$ cat src/rtl/debounce_pkg.sv
// Shared request-bus types and defaults for the debouncer and the priority encoder it feeds.
package debounce_pkg;

    localparam int REQ_WIDTH             = 3;
    localparam int DEFAULT_STABLE_CYCLES = 4;

    typedef logic [REQ_WIDTH-1:0] req_t;

endpackage

$ cat src/rtl/sync_2ff.sv
// Two-flop metastability synchronizer, one independent chain per bit, async active-high reset to 0.
module sync_2ff #(
    parameter int WIDTH = 1
) (
    input  logic             clk,
    input  logic             rst,
    input  logic [WIDTH-1:0] d,
    output logic [WIDTH-1:0] q
);

    logic [WIDTH-1:0] r_meta;
    logic [WIDTH-1:0] r_sync;

    genvar gi;
    generate
        for (gi = 0; gi < WIDTH; gi++) begin : g_bit
            always_ff @(posedge clk or posedge rst) begin
                if (rst) begin
                    r_meta[gi] <= 1'b0;
                    r_sync[gi] <= 1'b0;
                end else begin
                    r_meta[gi] <= d[gi];
                    r_sync[gi] <= r_meta[gi];
                end
            end
        end
    endgenerate

    assign q = r_sync;

endmodule

$ cat src/rtl/input_debouncer.sv
// Synchronizes and debounces the raw request lines ahead of the priority encoder.
// Define INPUT_DEBOUNCER_SYNC2_EN to use a two-flop synchronizer instead of a single sampling flop.
module input_debouncer
    import debounce_pkg::*;
#(
    parameter int WIDTH         = REQ_WIDTH,
    parameter int STABLE_CYCLES = DEFAULT_STABLE_CYCLES
) (
    input  logic             clk,
    input  logic             rst,
    input  logic [WIDTH-1:0] raw_in,
    output logic [WIDTH-1:0] a_out,
    output logic             change_pulse,
    output logic             stable
);

    localparam int               CNT_W   = $clog2(STABLE_CYCLES);
    localparam logic [CNT_W-1:0] CNT_MAX = CNT_W'(STABLE_CYCLES - 1);

    generate
        if (STABLE_CYCLES < 2) begin : g_bad_param
            $error("input_debouncer: STABLE_CYCLES must be at least 2");
        end
    endgenerate

    logic [WIDTH-1:0] w_samp;
    logic [WIDTH-1:0] r_cand;
    logic [CNT_W-1:0] r_cnt;
    logic [WIDTH-1:0] r_a_out;
    logic             r_pulse;

`ifdef INPUT_DEBOUNCER_SYNC2_EN
    sync_2ff #(
        .WIDTH (WIDTH)
    ) u_sync (
        .clk (clk),
        .rst (rst),
        .d   (raw_in),
        .q   (w_samp)
    );
`else
    logic [WIDTH-1:0] r_samp;

    always_ff @(posedge clk or posedge rst) begin
        if (rst) begin
            r_samp <= '0;
        end else begin
            r_samp <= raw_in;
        end
    end

    assign w_samp = r_samp;
`endif

    // Any change in the sample restarts the window, even on the edge the count would saturate.
    always_ff @(posedge clk or posedge rst) begin
        if (rst) begin
            r_cand  <= '0;
            r_cnt   <= '0;
            r_a_out <= '0;
            r_pulse <= 1'b0;
        end else if (w_samp != r_cand) begin
            r_cand  <= w_samp;
            r_cnt   <= '0;
            r_pulse <= 1'b0;
        end else if (r_cnt < CNT_MAX) begin
            r_cnt   <= r_cnt + 1'b1;
            r_pulse <= 1'b0;
        end else if (r_cand != r_a_out) begin
            r_a_out <= r_cand;
            r_pulse <= 1'b1;
        end else begin
            r_pulse <= 1'b0;
        end
    end

    assign a_out        = r_a_out;
    assign change_pulse = r_pulse;
    assign stable       = (r_cnt == CNT_MAX) && (r_cand == r_a_out);

endmodule

$ cat config.mk
export PLATFORM = sky130hd
export DESIGN_NAME = input_debouncer
export DESIGN_NICKNAME = d
export VERILOG_FILES = /design/src/rtl/debounce_pkg.sv /design/src/rtl/sync_2ff.sv /design/src/rtl/input_debouncer.sv
export SDC_FILE = /design/constraint.sdc
export NUM_CORES = 1
export LEC_CHECK = 0
export BUFFER_PORTS_ARGS = -buffer_cell sky130_fd_sc_hd__buf_2
export CAP_MARGIN = 20
export CORE_AREA = 2 2 39 41
export CTS_CLUSTER_DIAMETER = 120
export CTS_CLUSTER_SIZE = 30
export DETAILED_ROUTE_END_ITERATION = 16
export DIE_AREA = 0 0 41 43
export GPL_ROUTABILITY_DRIVEN = 0
export PLACE_DENSITY = 0.65
export SETUP_SLACK_MARGIN = 0.5
export SYNTH_ARGS = -nofsm -noshare
export SYNTH_HDL_FRONTEND = slang
export SYNTH_HIERARCHICAL = 1
export SYNTH_SLANG_ARGS = --single-unit
export TNS_END_PERCENT = 5
$ cat constraint.sdc
create_clock -name clk -period 3.65 [get_ports clk]
set_input_delay 0 -clock clk [delete_from_list [all_inputs] [get_ports clk]]
set_output_delay 0 -clock clk [all_outputs]
set_load 0.01 [all_outputs]
==> results by group <==
Critical path
  – Critical Path AT: 1.33 ns
  – Worst r2r path cells: 3
  – Reg-to-reg endpoint: a_out[1]
  – Crit path launch type: register
  – CP required: 3.65 ns
  – Flop2flop setup slack: 2.33 ns
  – CP Capture Type: output port
  – WS Path Type: register to output port
  – CP Max Fanout: 3
  – Worst r2r src: r_cand[2]

Die
  – Num rows: 14
  – Initial core utilization: 33.73%
  – Boundary pin count: 10
  – Chip width: 41 um
  – Core ar.: 1384 um^2
  – Die footprint: 1763 um^2
  – Die Y-Extent: 43 um

Route
  – Via density: 4.297
  – Pre-antenna DRT Iters: 2
  – Vias: 275
  – Antenna Violating Nets Remaining: 0
  – Routed WL: 619 um
  – Routed length per instance: 9.672 um
  – DRT iter0 DRCs: 1
  – DRC viols: 0

Timing
  – Worst-margin pin slew: 0.4419 ns
  – Worst slew margin: 70.51%
  – Final hold viol count: 0
  – Final Skew: 0.001303 ns
  – Setup Viol. Count Final: 0
  – Unrepaired setup endpoints after global routing: false
  – Final setup TNS: 0 ns
  – Fin crit period: 1.335 ns
  – Final period utilization: 36.57%
  – Fmax: 749.3 MHz
  – Slew Viols, Final: 0

Yosys
  – Register area share after synthesis: 64.34%
  – Cell Area, Synth: 466.7 um^2
  – Average cell area after synthesis: 13.33 um^2
  – Top_reg_cell synth: dfrtp_1
  – Async set-reset flop share out of synthesis: 100.0%
  – Syn_nets: 41
  – Library cells used by synthesis: 13
  – Syn Inst Count: 35
  – Post-synth EDFFs: 0
  – Yosys synthesis warning count: 6
  – #FFs+latches synth: 12

Clocking
  – CTS tree: built
  – Total CTS buffers: 3
  – Post-CTS setup buffer count: 0
  – CTS H-tree depth: 1
  – Latest clock arrival within the worst-skew pair: 0.26 ns
  – CTS root buf: clkbuf_4
  – Clock Path Buffers: 2
  – CTS sink cnt: 12
  – Cts hold-fix bufs: 4
  – Clk pin slew, worst setup/hold paths: 0.06 ns
  – Post-CTS resize count: 0

Placed design
  – IO Port Bufs: 9
  – Post-DP HPWL: 491 um

GRT
  – Global route total overflow: 0
  – Largest net degree at the start of global routing: 13
  – Initial antenna violation count: 0
  – Global-route wire length before repair: 1.021 mm
  – Tot GR Track Use: 9.333%
  – Vias in the first global route: 264

Final layout
  – Commonest cells after routing, fill and taps aside: dfrtp_1, buf_2, xor2_1, dlygate4sd3_1
  – Share of cells above drive strength 1: 31.25%
  – Nets@finish: 56
  – # diodes: 0
  – Most common cell after layout, fill and taps aside: dfrtp_1
  – Area grow syn2layout: 24.93%
  – Utilization after layout: 42.13%

Job
  – Max-Cap Viols: 0

Power
  – Leak pwr: 0.3077 nW
  – Power Density: 402.7 nW/um^2
  – VDD IR max: 212.2 uV

Hold path
  – Worst hold-check path type: input pin to asynchronous set/reset pin

Run status
  – Status: finished, final reports clean
==> cell usage after synthesis, types with 3 or more instances <==
| library cell | number | area [um^2] |
|---|---|---|
| nor2_1 | 3 | 11.26 |
| xor2_1 | 4 | 35.03 |
| xnor2_1 | 3 | 26.28 |
| mux2_2 | 3 | 33.78 |
| clkbuf_1 | 3 | 11.26 |
| dfrtp_1 | 12 | 300.3 |
==> critical path, cell delays in order (launching register included) <==
cell and delay, ns:
dfrtp_1 0.40, xor2_1 0.17, nor3_1 0.23, and2_1 0.15
buf_2 0.12
==> through the flow <==
stage	total power [W]	area (um^2)	hold WS, ns	worst slack [ns]	instances
final	0.0002348	583.1	0.2799	2.315	64
after global routing	0.0002466	583.1	0.3206	2.238	64
after CTS	0.0002381	583.1	0.2892	2.301	64
after detailed placement	0.0001593	520.5	0.02559	2.323	57
after global placement	0.0001587	520.5	0.01889	2.351	57
after floorplan	0.0001551	466.7	-0.1353	2.426	35
==> kinds of logic after synthesis <==
logic type               count (synthesis)  synth area share, %
AND/OR/NAND/NOR                          7                7.238
buffers and inverters                    4                3.216
multiplexers                             4                9.383
adder cells (fa/ha/maj)                  1                2.681
XOR/XNOR                                 7                13.14
flip-flops                              12                64.34
==> registers in the layout, summed over array words and instances, names as in the netlist <==
name          count
r_cand            3
r_cnt             2
r_samp            3
change_pulse      1
a_out             3
==> where the power goes <==
group / switching, W / internal, W / leakage [nW] / total (W)
sequential: 0.00000396 / 0.000138 / 0.153 / 0.000142
clock: 0.0000374 / 0.0000381 / 0.0138 / 0.0000755
combinational: 0.00000781 / 0.00000961 / 0.141 / 0.0000174
total: 0.0000492 / 0.000186 / 0.308 / 0.000235
==> worst max path at each step <==
| stage | from | to | slack (ns) | cells after the start |
|---|---|---|---|---|
| 2_1_floorplan | r_cnt[0] | a_out[0] | 2.43 | 3 |
| 3_3_place_gp | r_cand[2] | a_out[1] | 2.35 | 3 |
| 3_5_place_dp | r_cand[2] | a_out[1] | 2.32 | 3 |
| 4_1_cts | a_out[2] | stable | 2.30 | 4 |
| 5_1_grt | r_cand[2] | a_out[1] | 2.24 | 3 |
| 6_report | a_out[2] | stable | 2.32 | 4 |
==> layout make-up <==
class | count | area (um^2)
inverter | 1 | 3.754
multi-input combinational | 19 | 151.4
clock buffer | 3 | 22.52
tap | 16 | 20.02
sequential | 12 | 300.3
fill | 135 | 800.8
timing repair buffer | 13 | 85.08
==> per-layer routing <==
metal	part of all wire, %	global-route usage [%]	vias to the layer above
met2	53	14.06	8
met1	42	9.655	124
met3	4.5	4.712	0
met5	0	0	-
met4	0	6.000	0
li1	-	-	143
Power figures use the tool's default switching activity.
